File: config.mk
export PLATFORM = sky130hd
export DESIGN_NAME = serial_deser
export DESIGN_NICKNAME = d
export VERILOG_FILES = /design/src/rtl/serial_deser_pkg.sv /design/src/rtl/serial_deser_shift.sv /design/src/rtl/serial_deser.sv
export SDC_FILE = /design/constraint.sdc
export NUM_CORES = 1
export LEC_CHECK = 0
export CORE_MARGIN = 4
export CORE_UTILIZATION = 35
export CTS_CLUSTER_DIAMETER = 120
export DETAILED_ROUTE_END_ITERATION = 8
export HOLD_SLACK_MARGIN = 0.1
export PLACE_DENSITY = 0.57
export SLEW_MARGIN = 25
export SYNTH_ARGS = -nofsm -noshare
export SYNTH_HDL_FRONTEND = slang
export SYNTH_SLANG_ARGS = --single-unit
File: constraint.sdc
create_clock -name i_clk -period 2.4 [get_ports i_clk]
set_input_delay 0.48 -clock i_clk [delete_from_list [all_inputs] [get_ports i_clk]]
set_output_delay 0.48 -clock i_clk [all_outputs]
set_load 0.05 [all_outputs]
File: src/rtl/serial_deser_pkg.sv
// Shared types and helpers for the serial_deser deserializer.
// Parity framing is enabled with the SERIAL_DESER_PARITY_EN macro.
package serial_deser_pkg;

    typedef enum logic [1:0] {
        IDLE   = 2'd0,
        SHIFT  = 2'd1,
        PARITY = 2'd2
    } state_e;

    localparam int WIDTH_MIN = 2;
    localparam int WIDTH_MAX = 32;

    // Even parity over a word zero-extended to WIDTH_MAX bits.
    function automatic logic even_parity(input logic [WIDTH_MAX-1:0] word);
        return ^word;
    endfunction

endpackage

File: src/rtl/serial_deser_shift.sv
// WIDTH-bit serial shift register with selectable direction and frame clear.
// o_word_next is the value the register takes at the next rising edge.
module serial_deser_shift #(
    parameter int WIDTH     = 8,
    parameter bit MSB_FIRST = 1'b1
) (
    input  logic             i_clk,
    input  logic             i_rst,
    input  logic             i_clr,
    input  logic             i_shift,
    input  logic             i_d,
    output logic [WIDTH-1:0] o_word_next
);

    logic [WIDTH-1:0] sr_q;
    logic [WIDTH-1:0] sr_d;
    logic [WIDTH-1:0] base;

    // A clear combined with a shift starts the new frame with the current bit.
    always_comb begin
        base = i_clr ? '0 : sr_q;
        sr_d = base;
        if (i_shift) begin
            if (MSB_FIRST) begin
                sr_d = {base[WIDTH-2:0], i_d};
            end else begin
                sr_d = {i_d, base[WIDTH-1:1]};
            end
        end
    end

    always_ff @(posedge i_clk or posedge i_rst) begin
        if (i_rst) begin
            sr_q <= '0;
        end else begin
            sr_q <= sr_d;
        end
    end

    assign o_word_next = sr_d;

endmodule

File: src/rtl/serial_deser.sv
// Serial-to-parallel deserializer with sync framing and a one-deep valid/ready output.
// Define SERIAL_DESER_PARITY_EN to add a trailing even-parity bit and the o_par_err output.
module serial_deser
    import serial_deser_pkg::*;
#(
    parameter int WIDTH     = 8,
    parameter bit MSB_FIRST = 1'b1
) (
    input  logic             i_clk,
    input  logic             i_rst,
    input  logic             i_d,
    input  logic             i_en,
    input  logic             i_sync,
    input  logic             i_ready,
    input  logic             i_ovf_clr,
    output logic [WIDTH-1:0] o_data,
    output logic             o_valid,
    output logic             o_ovf
`ifdef SERIAL_DESER_PARITY_EN
    ,
    output logic             o_par_err
`endif
);

    localparam int              CNT_W    = $clog2(WIDTH + 1);
    localparam logic [CNT_W-1:0] CNT_FULL = CNT_W'(WIDTH);

    if (WIDTH < WIDTH_MIN || WIDTH > WIDTH_MAX) begin : g_bad_width
        $error("serial_deser: WIDTH out of range");
    end

    state_e           state_q, state_d;
    logic [CNT_W-1:0] cnt_q, cnt_d;
    logic [WIDTH-1:0] data_q, data_d;
    logic             valid_q, valid_d;
    logic             ovf_q, ovf_d;
    logic             shift_en;
    logic             word_done;
    logic [WIDTH-1:0] word_next;
`ifdef SERIAL_DESER_PARITY_EN
    logic             par_q, par_d;
    logic             word_par;
`endif

    // The shifter is frozen while waiting for the parity bit, so word_next
    // equals the captured data word in that state.
    assign shift_en = i_en && (i_sync || state_q != PARITY);

    serial_deser_shift #(
        .WIDTH     (WIDTH),
        .MSB_FIRST (MSB_FIRST)
    ) u_shift (
        .i_clk       (i_clk),
        .i_rst       (i_rst),
        .i_clr       (i_sync),
        .i_shift     (shift_en),
        .i_d         (i_d),
        .o_word_next (word_next)
    );

    always_comb begin
        state_d   = state_q;
        cnt_d     = cnt_q;
        word_done = 1'b0;
`ifdef SERIAL_DESER_PARITY_EN
        word_par  = 1'b0;
`endif
        if (i_sync) begin
            if (i_en) begin
                state_d = SHIFT;
                cnt_d   = CNT_W'(1);
            end else begin
                state_d = IDLE;
                cnt_d   = '0;
            end
        end else if (i_en) begin
            case (state_q)
                IDLE, SHIFT: begin
                    cnt_d   = (cnt_q == CNT_FULL) ? cnt_q : cnt_q + 1'b1;
                    state_d = SHIFT;
                    if (cnt_d == CNT_FULL) begin
`ifdef SERIAL_DESER_PARITY_EN
                        state_d = PARITY;
`else
                        state_d   = IDLE;
                        cnt_d     = '0;
                        word_done = 1'b1;
`endif
                    end
                end
                PARITY: begin
                    state_d = IDLE;
                    cnt_d   = '0;
`ifdef SERIAL_DESER_PARITY_EN
                    word_done = 1'b1;
                    word_par  = even_parity(WIDTH_MAX'(word_next)) ^ i_d;
`endif
                end
                default: begin
                    state_d = IDLE;
                    cnt_d   = '0;
                end
            endcase
        end
    end

    // Overflow set takes priority over a simultaneous clear.
    always_comb begin
        data_d  = data_q;
        valid_d = valid_q;
        ovf_d   = ovf_q;
`ifdef SERIAL_DESER_PARITY_EN
        par_d   = par_q;
`endif
        if (i_ovf_clr) begin
            ovf_d = 1'b0;
        end
        if (word_done) begin
            if (!valid_q || i_ready) begin
                data_d  = word_next;
                valid_d = 1'b1;
`ifdef SERIAL_DESER_PARITY_EN
                par_d   = word_par;
`endif
            end else begin
                ovf_d = 1'b1;
            end
        end else if (valid_q && i_ready) begin
            valid_d = 1'b0;
        end
    end

    always_ff @(posedge i_clk or posedge i_rst) begin
        if (i_rst) begin
            state_q <= IDLE;
            cnt_q   <= '0;
            data_q  <= '0;
            valid_q <= 1'b0;
            ovf_q   <= 1'b0;
`ifdef SERIAL_DESER_PARITY_EN
            par_q   <= 1'b0;
`endif
        end else begin
            state_q <= state_d;
            cnt_q   <= cnt_d;
            data_q  <= data_d;
            valid_q <= valid_d;
            ovf_q   <= ovf_d;
`ifdef SERIAL_DESER_PARITY_EN
            par_q   <= par_d;
`endif
        end
    end

    assign o_data    = data_q;
    assign o_valid   = valid_q;
    assign o_ovf     = ovf_q;
`ifdef SERIAL_DESER_PARITY_EN
    assign o_par_err = par_q;
`endif

endmodule

; Word-level counts from Yosys, hierarchy flattened
; Index checks and enable logic that the tools add are counted.
[classes]
n_reduce_logical = 11
addsub = 1
eq_ne = 5
mux = 23
[ops]
columns = op, n
row1 = two-way mux 4 bit, 5
row2 = two-way mux 8 bit, 2
row3 = two-way mux 1 bit, 13
row4 = == test 4 bit (second input constant), 2
row5 = two-way mux 2 bit, 3
row6 = adder 4 x 1 -> 4 bit (second input constant), 1
row7 = AND reduction 2 bit, 2
row8 = nonzero test 2 bit, 2
row9 = == test 2 x 1 -> 1 bit (second input constant), 1
row10 = logical AND 1 bit, 2
row11 = zero test 2 bit, 1
row12 = logical OR 1 bit, 2
row13 = != test 2 x 1 -> 1 bit (second input constant), 1
row14 = != test 2 bit (second input constant), 1
row15 = OR reduction 2 bit, 1
row16 = zero test 1 bit, 1
[totals]
input_bits = 7
register_bits = 24
elab_cells = 46

; Logic depth before layout (Yosys ltp)
[depth]
depth_word = 9
ltp_mapped = 6
ltp_nobuf = 6

; Modules after synthesis
; Synthesis repeated with hierarchy kept, for this count alone.
[hier_totals]
cells_unflattened = 86
area_unflattened_um2 = 1066.0
[by_module_without_submodules]
columns = mod, n_inst, seq_area_each_um2, cells_each, area_per_inst_um2
row1 = serial_deser, 1, 350.3, 59, 733.2
row2 = serial_deser_shift, 1, 200.2, 27, 332.8

; Worst setup path after synthesis
; No wires, ideal clock.
[synth_path]
path_kind = register to register
start = register cnt_q[0]
end = register data_q[0] (netlist: o_data[0])
period_less_slack_ps = 2265
stages_incl_launch_ff = 7
path_buffers = 0
arrival_ps = 2141
setup_ps = 125
path_slack_ps = 135
required_time_ps = 2275
path_cell_list = dfrtp_1 > inv_1 > ha_1 > a211o_1 > a221o_1 > nor4b_4 > mux2_2
[synth_between]
elab_chain_len = 8
[synth_rtl]
columns = item, line
row1 = from (decl), serial_deser.sv:33  ; logic [CNT_W-1:0] cnt_q, cnt_d;
row2 = from (signal assigned), serial_deser.sv:145  ; cnt_q <= cnt_d;
row3 = adder 4 x 1 -> 4 bit or == test 4 bit (tied branches), serial_deser.sv:79  ; cnt_d = (cnt_q == CNT_FULL) ? cnt_q : cnt_q + 1'b1;
row4 = two-way mux 4 bit *, serial_deser.sv:79
row5 = == test 4 bit *, serial_deser.sv:81  ; if (cnt_d == CNT_FULL) begin
row6 = two-way mux 1 bit *, serial_deser.sv:81
row7 = two-way mux 1 bit *, serial_deser.sv:77  ; case (state_q)
row8 = two-way mux 1 bit *, serial_deser.sv:76  ; end else if (i_en) begin
row9 = two-way mux 1 bit *, serial_deser.sv:68  ; if (i_sync) begin
row10 = AND reduction 2 bit (no source line) *, -
row11 = to (signal assigned), serial_deser.sv:146  ; data_q <= data_d;
row12 = to (decl), serial_deser.sv:34  ; logic [WIDTH-1:0] data_q, data_d;
; Every way passes the cells marked *; elsewhere a longest branch is shown, timed or not.
; A chain may end at the register's enable or synchronous reset.

; Worst setup path after layout
[layout_path]
start = register cnt_q[0]
end = register data_q[5] (netlist: o_data[5])
; The elaborated chain is that of the path after synthesis.

==> qor.csv <==
metric,value,unit
start_util,0.362,
slew_viol_final,0,
critPathSlowestCell,dfrtp_1,
crit_buf_inv,2,
crit_path_start_kind,flop,
io_pins,17,
drt_pass1_iterations,3,
worstPathMaxFanout,8,
clk_path_buf_depth,2,
ant_nets,0,
synth_top_family_by_area,multiplexers,
synth-simple-area-share,0.116,
port_buffers,16,
finClkSkew,0.00160,ns
slowest_delay,0.42,ns
cp-end-kind,flop,
avgSynthCellArea,12.2,um^2
utilization,0.462,
routed_wl,1.75,mm
period_needed,2.26,ns
cts_buffers,3,
drc,0,
grt_max_degree,23,
viasPerCell,4.92,
slew_headroom,0.661,
tightest_slew,0.506,ns
core.rowCount,19,
synth_cell_types,25,
synth.area.top_cells,"dfrtp_1 56%, mux2_2 10%, mux2i_1 8.1%",
chipHeight,61.2,um
power.density,579,mW/mm^2
synth.cell_area,991,um^2
worstPathCellList,"inv_2, ha_2, a211o_1, a221o_1, nor4b_4, buf_6, mux2_2",
dieArea,0.00375,mm^2
worst_r2r_path_depth,7,
r2r-start,cnt_q[0],
grtUsageTotal,0.111,
tns,0,ns
ys_ff_latch,22,
finalCritPeriodShare,0.943,
antenna_cells,0,
antenna_found_initial,0,
clk_pin_slew,0.12,ns
grt_pass1_vias,666,
syn_to_final_growth,27.4,%
critPathRequiredTime,2.60,ns
yosysSeqAreaShare,0.556,
grt_pass1_wl,3.05,mm
initialDrtViolationCount,11,
clock_latency,0.30,ns
status,completed,
cp.depth,7,
hold_viol,0,
yosys.area_share.xor_xnor,0.00884,
critPathArrivalTime,2.46,ns
crit_end,o_data[5],
dpl.hpwl,1.31,mm
reg2reg_to,o_data[5],
die_w,61.2,um
reg2reg_setup_slack,0.14,ns
place.gp.congestion,0.634,
crit_family,compound AO/OA/AOI/OAI gates,
cts_setup_buffers,0,
synth_cells,81,
cts.repair.resized,0,
crit_type,flop to flop,
synth_compound_area_frac,0.0758,
cts.sinks,22,
p_leak,0.608,nW
peakVddDrop,0.367,mV
gr-total-overflow,0,
synthMuxAreaShare,0.183,
grt_setup_unrepaired,false,
crit_start,cnt_q[0],
synth.largest_area_cell,dfrtp_1,
core_area,0.00273,mm^2
vias,650,
finalSetupViolCount,0,
hold_buffers,0,
clock-root-buffer,clkbuf_4,
ys_warn_count,0,
fmax,442,MHz
drive_gt1_frac,0.198,
drv_cap,0,
synth.top_cell.area_share,0.556,
wl_per_cell,13.2,um
cts_htree_levels,1,
cts_tree,done,
hold_class,input port to asynchronous set/reset pin,
final_nets,111,
synthAdderAreaFrac,0.0253,
syn_nets,90,
-- layout by cell type, fill, tap and decap left out, drive strengths merged --
cell           netlist  final
dfrtp               22     22
clkdlybuf4s50        0     16
nor2                10     10
mux2                 9      9
mux2i                8      8
inv                  5      5
buf                  1      4
clkbuf               3      3
a221o                2      2
nand2b               2      2
nand2                2      2
o22ai                2      2
a21oi                2      2
ha                   2      2
nand3b               1      1
a211o                1      1
a21boi               1      1
nand3                1      1
xor2                 1      1
or3                  1      1
nor4b                1      1
a22o                 1      1
a211oi               1      1
nor3                 1      1
and4b                1      1
bufinv               0      1
-- logic make-up (layout without fill, tap and decap cells) --
| family | count (synthesis) | count (layout) |
|---|---|---|
| simple gates | 20 | 20 |
| xor+xnor | 1 | 1 |
| mux | 17 | 17 |
| compound gates | 10 | 10 |
| flops | 22 | 22 |
| fa+ha+maj | 2 | 2 |
| buf+inv | 9 | 29 |
-- stage by stage --
step | area, um^2 | total power, mW | hold slack, ns | std cells | worst slack, ns
5_1_grt | 1260 | 0.766 | 0.515 | 132 | 0.0310
3_3_place_gp | 1200 | 0.458 | 0.492 | 128 | 0.149
2_1_floorplan | 991 | 0.435 | 0.469 | 81 | 0.135
6_report | 1260 | 0.731 | 0.506 | 132 | 0.137
3_5_place_dp | 1200 | 0.460 | 0.500 | 128 | 0.0753
4_1_cts | 1260 | 0.746 | 0.500 | 132 | 0.0553
-- synth_stat cells --
master    instances
a211o_1           1
a211oi_1          1
a21boi_0          1
a21oi_1           2
a221o_1           2
a22o_1            1
and4b_1           1
buf_1             1
clkbuf_1          2
clkbuf_2          1
dfrtp_1          22
ha_1              2
inv_1             5
mux2_2            9
mux2i_1           8
nand2_1           2
nand2b_1          2
nand3_1           1
nand3b_1          1
nor2_1           10
nor3_1            1
nor4b_4           1
o22ai_1           2
or3_1             1
xor2_1            1
-- worst min-delay path, stage by stage --
cell and delay (ns):
clkdlybuf4s50_1 0.40, inv_1 0.05, buf_4 0.27
-- state kept, by name, indices dropped and copies added (netlist names) --
| signal | count |
|---|---|
| cnt_q | 4 |
| o_ovf | 1 |
| o_data | 8 |
| o_valid | 1 |
| u_shift.sr_q | 8 |
-- report_power, final --
part / switching [mW] / total, mW / internal [mW] / leakage [nW]
Sequential: 0.00654 / 0.384 / 0.378 / 0.302
Combinational: 0.0363 / 0.0684 / 0.0321 / 0.277
Clock: 0.110 / 0.278 / 0.169 / 0.0279
Total: 0.153 / 0.731 / 0.579 / 0.608
-- per-layer routing --
layer | part of all wire | vias up | GRT usage
li1 | - | 322 | -
met1 | 0.47 | 313 | 0.144
met2 | 0.46 | 13 | 0.166
met3 | 0.057 | 2 | 0.0461
met4 | 0.011 | 0 | 0.0372
met5 | 0 | - | 0
-- worst min-delay path by stage --
stage / start / cells after the start / slack [ns] / endpoint
2_1_floorplan: i_rst / 1 / 0.47 / cnt_q[0]
4_1_cts: i_rst / 3 / 0.50 / u_shift.sr_q[3]
5_1_grt: i_rst / 3 / 0.52 / o_data[2]
6_report: i_rst / 3 / 0.51 / o_data[2]
3_5_place_dp: o_data[6] / 1 / 0.50 / o_data[6]
3_3_place_gp: o_data[3] / 1 / 0.49 / o_data[3]
-- cell type report --
class                   count  area, um^2
repair buffers             20         194
multi-input cells          50         408
inverters                   5        18.8
clock buffers               3        22.5
clock inverters             1        30.0
well taps                  31        38.8
flip-flops and latches     22         551
fillers                   257        1470
Note: power is estimated with default switching activity, not from simulation.
